==> config.mk <==
export PLATFORM = sky130hd
export DESIGN_NAME = ihex_loader
export DESIGN_NICKNAME = d
export VERILOG_FILES = /design/src/rtl/ihex_pkg.sv /design/src/rtl/ihex_hex_decode.sv /design/src/rtl/ihex_loader.sv
export SDC_FILE = /design/constraint.sdc
export NUM_CORES = 1
export LEC_CHECK = 0
export ABC_CLOCK_PERIOD_IN_PS = 4100
export CELL_PAD_IN_SITES_DETAIL_PLACEMENT = 1
export CELL_PAD_IN_SITES_GLOBAL_PLACEMENT = 2
export CORE_UTILIZATION = 30
export CTS_CLUSTER_DIAMETER = 80
export DETAILED_ROUTE_END_ITERATION = 6
export GPL_TIMING_DRIVEN = 0
export PLACE_DENSITY_LB_ADDON = 0.3
export SLEW_MARGIN = 15
export SYNTH_ARGS = -nofsm -noshare
export SYNTH_HDL_FRONTEND = slang
export SYNTH_SLANG_ARGS = --single-unit
==> constraint.sdc <==
create_clock -name clock -period 4.1 [get_ports clock]
set_input_delay 1.025 -clock clock [delete_from_list [all_inputs] [get_ports clock]]
set_output_delay 1.025 -clock clock [all_outputs]
set_load 0.01 [all_outputs]
==> src/rtl/ihex_pkg.sv <==
// Shared constants for the Intel HEX loader: parser states, record types, error codes, ASCII.
// Latency: n/a (constants and one pure function).
// Backpressure: n/a.
package ihex_pkg;

  // Parser state encoding
  localparam logic [2:0] ST_IDLE  = 3'd0;
  localparam logic [2:0] ST_COUNT = 3'd1;
  localparam logic [2:0] ST_ADDR  = 3'd2;
  localparam logic [2:0] ST_TYPE  = 3'd3;
  localparam logic [2:0] ST_DATA  = 3'd4;
  localparam logic [2:0] ST_CSUM  = 3'd5;

  // Record types
  localparam logic [7:0] REC_DATA = 8'h00;
  localparam logic [7:0] REC_EOF  = 8'h01;
  localparam logic [7:0] REC_ESA  = 8'h02;
  localparam logic [7:0] REC_SSA  = 8'h03;
  localparam logic [7:0] REC_ELA  = 8'h04;
  localparam logic [7:0] REC_SLA  = 8'h05;

  // err_code values
  localparam logic [1:0] ERR_NONE = 2'd0;
  localparam logic [1:0] ERR_CSUM = 2'd1;
  localparam logic [1:0] ERR_CHAR = 2'd2;
  localparam logic [1:0] ERR_REC  = 2'd3;

  // ASCII constants
  localparam logic [7:0] ASC_COLON = 8'h3A;
  localparam logic [7:0] ASC_DOT   = 8'h2E;
  localparam logic [7:0] ASC_BANG  = 8'h21;
  localparam logic [7:0] ASC_CR    = 8'h0D;
  localparam logic [7:0] ASC_LF    = 8'h0A;

  // A record type is accepted if known; type 04 additionally needs exactly two data bytes.
  function automatic logic rec_type_ok(input logic [7:0] rtype, input logic [7:0] len);
    logic ok;
    ok = 1'b0;
    if (rtype == REC_DATA || rtype == REC_EOF || rtype == REC_ESA ||
        rtype == REC_SSA  || rtype == REC_SLA)
      ok = 1'b1;
    else if (rtype == REC_ELA)
      ok = (len == 8'd2);
    return ok;
  endfunction

endpackage

==> src/rtl/ihex_hex_decode.sv <==
// ASCII hex digit decoder: '0'-'9', 'A'-'F', 'a'-'f' to a nibble plus valid flag.
// Latency: combinational.
// Backpressure: none.
module ihex_hex_decode (
  input  logic [7:0] ascii,
  output logic       valid,
  output logic [3:0] nibble
);

  // Map digit ranges; letters land on 10..15 via low nibble + 9 ('A'/'a' low nibble is 1)
  always_comb begin
    valid  = 1'b0;
    nibble = 4'h0;
    if (ascii >= 8'h30 && ascii <= 8'h39) begin
      valid  = 1'b1;
      nibble = ascii[3:0];
    end else if ((ascii >= 8'h41 && ascii <= 8'h46) ||
                 (ascii >= 8'h61 && ascii <= 8'h66)) begin
      valid  = 1'b1;
      nibble = ascii[3:0] + 4'd9;
    end
  end

endmodule

==> src/rtl/ihex_loader.sv <==
// Intel HEX record parser turning a UART byte stream into memory byte writes; optional ack via IHEX_LOADER_ACK_EN.
// Latency: mem_we one cycle after the we_in carrying a data byte's low nibble; done/error one cycle after the deciding char.
// Backpressure: none on input (one char per we_in); ack output is a one-deep req/sendable slot, newer ack replaces pending.
module ihex_loader
  import ihex_pkg::*;
#(
  parameter int ADDR_W = 16
) (
  input  logic              clock,
  input  logic              reset,
  input  logic              we_in,
  input  logic [7:0]        data_in,
  output logic              mem_we,
  output logic [ADDR_W-1:0] mem_addr,
  output logic [7:0]        mem_data,
  output logic              done,
  output logic              error,
  output logic [1:0]        err_code
`ifdef IHEX_LOADER_ACK_EN
  ,
  input  logic              tx_sendable,
  output logic              tx_sendreq,
  output logic [7:0]        tx_data
`endif
);

  logic [2:0]  state;
  logic        hi_phase;   // 1 when the high nibble of the current byte is held
  logic [3:0]  hi_nib;
  logic [7:0]  len;
  logic [7:0]  cnt;
  logic [15:0] offset;
  logic [7:0]  rec_type;
  logic [7:0]  sum;
  logic [15:0] ext_tmp;    // type-04 payload, committed only on a good checksum
  logic [15:0] ext_addr;

  logic        hex_vld;
  logic [3:0]  hex_nib;

  logic        is_colon;
  logic        ev_colon;
  logic        ev_bad;
  logic        ev_byte;
  logic [7:0]  cur_byte;
  logic [7:0]  sum_nxt;
  logic        ev_badtype;
  logic        rec_end;
  logic        rec_ok;
  logic        err_hit;
  logic [1:0]  err_val;

  ihex_hex_decode u_dec (
    .ascii  (data_in),
    .valid  (hex_vld),
    .nibble (hex_nib)
  );

  // Classify the incoming character and derive per-cycle parse events
  always_comb begin
    is_colon   = (data_in == ASC_COLON);
    ev_colon   = we_in && is_colon;
    ev_bad     = we_in && !is_colon && (state != ST_IDLE) && !hex_vld;
    ev_byte    = we_in && !is_colon && (state != ST_IDLE) && hex_vld && hi_phase;
    cur_byte   = {hi_nib, hex_nib};
    sum_nxt    = sum + cur_byte;
    ev_badtype = ev_byte && (state == ST_TYPE) && !rec_type_ok(cur_byte, len);
    rec_end    = ev_byte && (state == ST_CSUM);
    rec_ok     = rec_end && (sum_nxt == 8'h00);
    err_hit    = 1'b0;
    err_val    = ERR_NONE;
    if ((ev_colon && state != ST_IDLE) || ev_bad) begin
      err_hit = 1'b1;
      err_val = ERR_CHAR;
    end else if (ev_badtype) begin
      err_hit = 1'b1;
      err_val = ERR_REC;
    end else if (rec_end && !rec_ok) begin
      err_hit = 1'b1;
      err_val = ERR_CSUM;
    end
  end

  // Record parser: nibble pairing, field capture and state sequencing
  always_ff @(posedge clock or negedge reset) begin
    if (!reset) begin
      state    <= ST_IDLE;
      hi_phase <= 1'b0;
      hi_nib   <= 4'h0;
      len      <= 8'h00;
      cnt      <= 8'h00;
      offset   <= 16'h0000;
      rec_type <= 8'h00;
      sum      <= 8'h00;
      ext_tmp  <= 16'h0000;
    end else if (we_in) begin
      if (is_colon) begin
        state    <= ST_COUNT;
        hi_phase <= 1'b0;
        sum      <= 8'h00;
      end else if (state != ST_IDLE) begin
        if (!hex_vld) begin
          state <= ST_IDLE;
        end else if (!hi_phase) begin
          hi_nib   <= hex_nib;
          hi_phase <= 1'b1;
        end else begin
          hi_phase <= 1'b0;
          sum      <= sum_nxt;
          case (state)
            ST_COUNT: begin
              len   <= cur_byte;
              cnt   <= 8'h00;
              state <= ST_ADDR;
            end
            ST_ADDR: begin
              if (cnt == 8'h00) begin
                offset[15:8] <= cur_byte;
                cnt          <= 8'h01;
              end else begin
                offset[7:0] <= cur_byte;
                state       <= ST_TYPE;
              end
            end
            ST_TYPE: begin
              rec_type <= cur_byte;
              cnt      <= 8'h00;
              if (!rec_type_ok(cur_byte, len))
                state <= ST_IDLE;
              else if (len != 8'h00)
                state <= ST_DATA;
              else
                state <= ST_CSUM;
            end
            ST_DATA: begin
              if (rec_type == REC_DATA)
                offset <= offset + 16'h0001;
              if (rec_type == REC_ELA) begin
                if (cnt == 8'h00)
                  ext_tmp[15:8] <= cur_byte;
                else
                  ext_tmp[7:0] <= cur_byte;
              end
              cnt <= cnt + 8'h01;
              if (cnt == len - 8'h01)
                state <= ST_CSUM;
            end
            default: state <= ST_IDLE;
          endcase
        end
      end
    end
  end

  // Write port: data-record bytes go out immediately, before the checksum is known
  always_ff @(posedge clock or negedge reset) begin
    if (!reset) begin
      mem_we   <= 1'b0;
      mem_addr <= '0;
      mem_data <= 8'h00;
    end else begin
      mem_we <= 1'b0;
      if (ev_byte && state == ST_DATA && rec_type == REC_DATA) begin
        mem_we   <= 1'b1;
        mem_addr <= ADDR_W'({ext_addr, offset});
        mem_data <= cur_byte;
      end
    end
  end

  // Upper address: loaded from a type-04 record only when its checksum holds
  always_ff @(posedge clock or negedge reset) begin
    if (!reset)
      ext_addr <= 16'h0000;
    else if (rec_ok && rec_type == REC_ELA)
      ext_addr <= ext_tmp;
  end

  // End-of-file flag: set by a good EOF record, cleared by the next ':'
  always_ff @(posedge clock or negedge reset) begin
    if (!reset)
      done <= 1'b0;
    else if (ev_colon)
      done <= 1'b0;
    else if (rec_ok && rec_type == REC_EOF)
      done <= 1'b1;
  end

  // Sticky error with the first error code captured
  always_ff @(posedge clock or negedge reset) begin
    if (!reset) begin
      error    <= 1'b0;
      err_code <= ERR_NONE;
    end else if (err_hit && !error) begin
      error    <= 1'b1;
      err_code <= err_val;
    end
  end

`ifdef IHEX_LOADER_ACK_EN
  logic rec_abort;
  assign rec_abort = (ev_colon && state != ST_IDLE) || ev_bad || ev_badtype;

  // One-deep acknowledge slot: each finished or abandoned record queues '.' or '!'
  always_ff @(posedge clock or negedge reset) begin
    if (!reset) begin
      tx_sendreq <= 1'b0;
      tx_data    <= 8'h00;
    end else if (rec_end || rec_abort) begin
      tx_sendreq <= 1'b1;
      tx_data    <= rec_ok ? ASC_DOT : ASC_BANG;
    end else if (tx_sendreq && tx_sendable) begin
      tx_sendreq <= 1'b0;
    end
  end
`else
  // No acknowledge path in this build.
`endif

endmodule

# Word level (Yosys, flattened, before mapping)
# Index checks and enable logic that the tools add are counted.
op_classes:
  addsub: 5
  n_reduce_logical: 52
  bitwise: 2
  n_shift: 0
  magnitude_cmp: 6
  n_eq_ne: 20
  div_mod_pow: 0
  muxes: 44
  n_mul: 0
ops:
  columns: ["op", "n"]
  rows:
  - ["2-to-1 mux 8 bit", 7]
  - ["logical NOT 8 bit", 4]
  - ["case mux 16 bit (2 select lines)", 1]
  - ["equality test 8 x 2 -> 1 bit, second input constant", 3]
  - ["case mux 8 bit (3 select lines)", 1]
  - ["2-to-1 mux 1 bit", 22]
  - ["2-to-1 mux 3 bit", 7]
  - ["logical AND 1 bit", 19]
  - ["adder 16 x 1 -> 16 bit, second input constant", 1]
  - ["equality test 8 x 1 -> 1 bit, second input constant", 2]
  - ["equality test 8 x 3 -> 1 bit, second input constant", 2]
  - [">= comparator 8 x 7 -> 1 bit, second input constant", 2]
  - ["<= comparator 8 x 7 -> 1 bit, second input constant", 2]
  - ["2-to-1 mux 16 bit", 1]
  - ["AND reduction 8 bit", 2]
  - ["case mux 3 bit (4 select lines)", 1]
  - ["AND reduction 6 bit", 2]
  - ["AND reduction 5 bit", 2]
  - ["nonzero test 2 bit", 5]
  - ["adder 8 x 1 -> 8 bit, second input constant", 1]
  - ["adder 8 bit", 1]
  - ["equality test 8 x 6 -> 1 bit, second input constant", 1]
  - ["equality test 8 bit", 1]
  - [">= comparator 8 x 6 -> 1 bit, second input constant", 1]
  - ["21 further kinds", 38]
word_totals:
  out_inout_bits: 29
  word_cells: 144
  regBits: 85
  mem_bits_rw: 0
  romBits: 0
  in_bits: 11
  latch_bits: 0
  mem_count: 0

# Depth between registers and ports, before layout
depth:
  depth_word: 23
  ltp_mapped: 15
  mapped_depth_nobuf: 14

# By module
# A second synthesis with hierarchy kept.
hier_totals:
  cells_unflattened: 470
  hier_area_um2: 4797.1
modules_own_cells:
  columns: ["mod", "seq_area_each_um2", "instances", "area_per_inst_um2", "cells_each"]
  rows:
  - ["ihex_loader", 2127.0, 1, 4593.2, 445]
  - ["ihex_hex_decode", 0.0, 1, 203.9, 25]

# Worst setup path before layout
# Ideal clock, no wire load.
synth_path:
  path_kind: "in2reg"
  start: "input port data_in[1]"
  end: "register error"
  setup_ps: 139
  required_ps: 3961
  t_arrival_ps: 4039
  stages: 13
  path_slack_ps: -78
  path_cell_list: "inv_1 > ha_1 > or3b_2 > nand4b_1 > and3_1 > inv_1 > ha_1 > clkbuf_1 > nor2b_1 > a311o_1 > a2111oi_4 > a31oi_1 > or4_1"
synth_via:
  elab_chain_cells: 16
synth_lines:
  columns: ["item", "line_no", "source"]
  rows:
  - ["from (decl)", "ihex_loader.sv:12", "input logic [7:0] data_in,"]
  - [">= comparator 8 x 7 -> 1 bit, or another cell as far along", "ihex_hex_decode.sv:17", "end else if ((ascii >= 8'h41 && ascii <= 8'h46) ||"]
  - ["logical AND 1 bit (on tied branches)", "ihex_hex_decode.sv:17, ihex_hex_decode.sv:18", null]
  - ["logical OR 1 bit", "ihex_hex_decode.sv:17", null]
  - ["2-to-1 mux 4 bit", "ihex_hex_decode.sv:17", null]
  - ["2-to-1 mux 4 bit (*)", "ihex_hex_decode.sv:14", "if (ascii >= 8'h30 && ascii <= 8'h39) begin"]
  - ["via hex_nib[2]", "ihex_loader.sv:39", "logic [3:0] hex_nib;"]
  - ["branches (longest 8 deep; another with adder 8 bit)", null, null]
  - ["2-to-1 mux 1 bit (*)", "ihex_loader.sv:75", "end else if (ev_badtype) begin"]
  - ["2-to-1 mux 1 bit (*)", "ihex_loader.sv:72", "if ((ev_colon && state != ST_IDLE) || ev_bad) begin"]
  - ["logical AND 1 bit (*)", "ihex_loader.sv:194", "end else if (err_hit && !error) begin"]
  - ["to (signal assigned)", "ihex_loader.sv:192", "error <= 1'b0;"]
  - ["to (signal assigned)", "ihex_loader.sv:195", "error <= 1'b1;"]
  - ["to (decl)", "ihex_loader.sv:17", "output logic error,"]
# Mark *: on every way through the listed nets, which the timed path passes.
# A chain may end at the register's enable or synchronous reset.

# Worst setup path after layout
layout_path:
  start: "input port data_in[5]"
  end: "register error"
# Same word-level chain as after synthesis.

==> impl_metrics.toml <==
[logic_synthesis]
synth_ff_type = "dfrtp_1"
syn_inst = 533
synth_edf_count = 0
ys_async_sr_fraction_pct = 100
synth_cell_types = 75
syn_area_per_cell_um2 = 9.47
syn_area_um2 = 5050
ys_seq_area_share_pct = 42.2
ys_ff_latch = 85
synth_nets = 560
yosysWarnings = 0

[placed_design]
dp_cells = 792
gp_congestion = 0.810
place_hpwl_um = 10900
place_ws_ns = -1.81
io_buffers = 38

[pwr]
p_leak_nw = 2.74
power_density_nw_per_um2 = 287
peakVddDrop_v = 0.000213

[floorplanning]
die_x_um = 132
top_level_ports = 40
core_um2 = 16500
dieArea_um2 = 17300
rows = 47
initial_utilization_pct = 30.5
die_y_um = 132

[cells_and_area]
layout_commonest_cell = "dfrtp_1"
drive_gt1_share_pct = 21.9
antennaDiodeCount = 0
postLayoutCoreUtil_pct = 39.1
n_fill_cell = 1853
layout.cells.most_common_list = "dfrtp_1 (85), o21ai_0 (49), nand2_1 (41)"
final_cells = 827
syn2layout_area_growth_pct = 28.2
finish.net_count = 629

[timing]
layout_setup_ws_ns = 0.0677
post-route-min-period_ns = 4.03
fmax_mhz = 248
rsz0062_at_grt = "true"
fin_crit_sh_pct = 98.3
slew_headroom_pct = 49.5
skew_ns = 0.00915
setup_viol = 0
tns_ns = 0
tightestPinTransition_ns = 0.738
finalHoldViolCount = 0
maxSlewViolCount = 0

[clocking]
path_clk_slew_ns = 0.07
cts_made_buffers = 9
clock_latency_ns = 0.35
cts_root_buffer = "clkbuf_16"
cts_tree = "built"
clock-sinks = 85
htree_levels = 3
cts.path.max_buffers = 2

[grt]
grt_util_all_layers_pct = 18.8
grt_util_met3_pct = 2.31
grt_pass1_wl_um = 25400
grt_pass1_vias = 4586
gr-usage-met2_pct = 31.2
grt-ovfl-total = 0
grtUsageMet1_pct = 25.7
grt_max_degree = 58
busiest_layer = "met2"
grt_antenna_before_repair = 1

[worst_hold_path]
hp-class = "flop to flop"
whs_endpoint = "mem_addr[11]"
hold_start = "mem_addr[11]"
holdPathStages = 1

[critical_path]
timing.rr.end = "error"
cp.required_ns = 4.32
cpPeakStageDelay_ns = 0.49
crit_chain = "clkdlybuf4s50_1 > nor4bb_1 > nand3_1 > and3_4 > clkinvlp_4 > ha_4 > buf_4 > nor2b_2 > a311o_1 > a2111oi_4 > a31oi_4 > or4_1"
critical_path.max_fanout = 6
worstReg2RegStart = "hi_nib[1]"
slowest_stage = "clkdlybuf4s50_1"
end_kind = "flop"
critPathKind = "primary input to flop"
startpoint_type = "primary input"
arrival_ns = 4.25
rrSetupSlack_ns = 1.13
ff2ff_path_depth = 9

[detailed_routing]
via_per_inst = 5.37
detail_route.wl_per_cell_um = 18.8
drc = 0
wl_um = 15600
first_pass_iters = 4
first_iter_violations = 268
vias = 4444
ant_nets = 0

[job]
cap_violations = 0

[run_status]
outcome = "complete, no violations"
## flip-flops by register name, indices dropped and copies added, names as in the netlist
register / flops
cnt: 8
done: 1
err_code: 2
error: 1
hi_nib: 4
hi_phase: 1
len: 8
mem_addr: 16
mem_data: 8
mem_we: 1
offset: 16
rec_type: 8
state: 3
sum: 8
## per-stage QoR
step                instance area [µm²]  hold WS [ns]  power [mW]
floorplan                          5060         0.456       0.890
global placement                   5720         0.472       0.931
detailed placement                 5740         0.492       0.935
CTS                                6390         0.510        1.88
global route                       6470         0.533        1.92
finish                             6470         0.507        1.86
## synth_stat cells (all sizes together) (7+ instances only)
cell type | count | area, µm²
nor3 | 18 | 105
nand2 | 42 | 160
ha | 16 | 200
mux2 | 30 | 338
buf | 11 | 63.8
nand4 | 7 | 43.8
o22ai | 7 | 43.8
and3 | 10 | 62.6
nor4 | 7 | 58.8
nor2 | 36 | 135
inv | 17 | 63.8
nor2b | 14 | 87.6
o21ai | 51 | 255
nand3 | 13 | 65.1
clkbuf | 18 | 71.3
dfrtp | 85 | 2130
a21oi | 41 | 205
xnor2 | 10 | 87.6
## report_power, final
group	total [mW]	internal [mW]	leakage (nW)	switching, mW
Clock	0.916	0.568	0.162	0.348
Sequential	0.839	0.839	1.18	0.000269
Combinational	0.105	0.0413	1.40	0.0633
Total	1.86	1.45	2.74	0.411
## worst max-delay path, delay by kind of cell
kind,cells,cell delay (ns)
buffers and inverters,3,0.73
AOI/OAI and AO/OA,3,0.93
adders and majority gates,1,0.23
and+or+nand+nor,5,1.32
## final cells by class
cell class | count | area [µm²] | share of cell area (%)
Multi-Input combinational cell | 402 | 2960 | 45.7
Sequential cell | 85 | 2130 | 32.9
Timing Repair Buffer | 60 | 566 | 8.74
Tap cell | 220 | 275 | 4.26
Clock buffer | 11 | 253 | 3.91
Buffer | 27 | 134 | 2.07
Clock inverter | 5 | 81.3 | 1.26
Inverter | 17 | 75.1 | 1.16
## metal layers
layer	part of all wire, %	vias to the layer above
li1	-	2086
met1	48	2284
met2	49	64
met3	2.5	10
met4	0.97	0
met5	0	-
## how the worst max path moves through the flow
stage          startpoint  cells past startpoint     to
6_report       data_in[5]                     12  error
3_5_place_dp   data_in[1]                     15  error
3_3_place_gp   data_in[0]                     15  error
4_1_cts        data_in[0]                     14  error
5_1_grt        data_in[5]                     12  error
2_1_floorplan  data_in[1]                     13  error
## cells by family (layout without fill, tap and decap cells)
kind of cell	count (synthesis)	in the layout	synth area share, %
fa+ha+maj	16	16	3.97
buf+inv	46	120	3.94
flops	85	85	42.2
simple gates	187	187	20.8
compound gates	153	153	19.7
xor+xnor	15	15	2.60
mux	31	31	6.89
## repair_timing
action,in CTS,in global routing
setup buffers,17,4
hold buffers,0,0
endpoints found under the setup margin,13,4
gates cloned,0,0
resized for setup,59,8
pin swaps,15,8
Note: power is estimated with default switching activity, not from simulation.
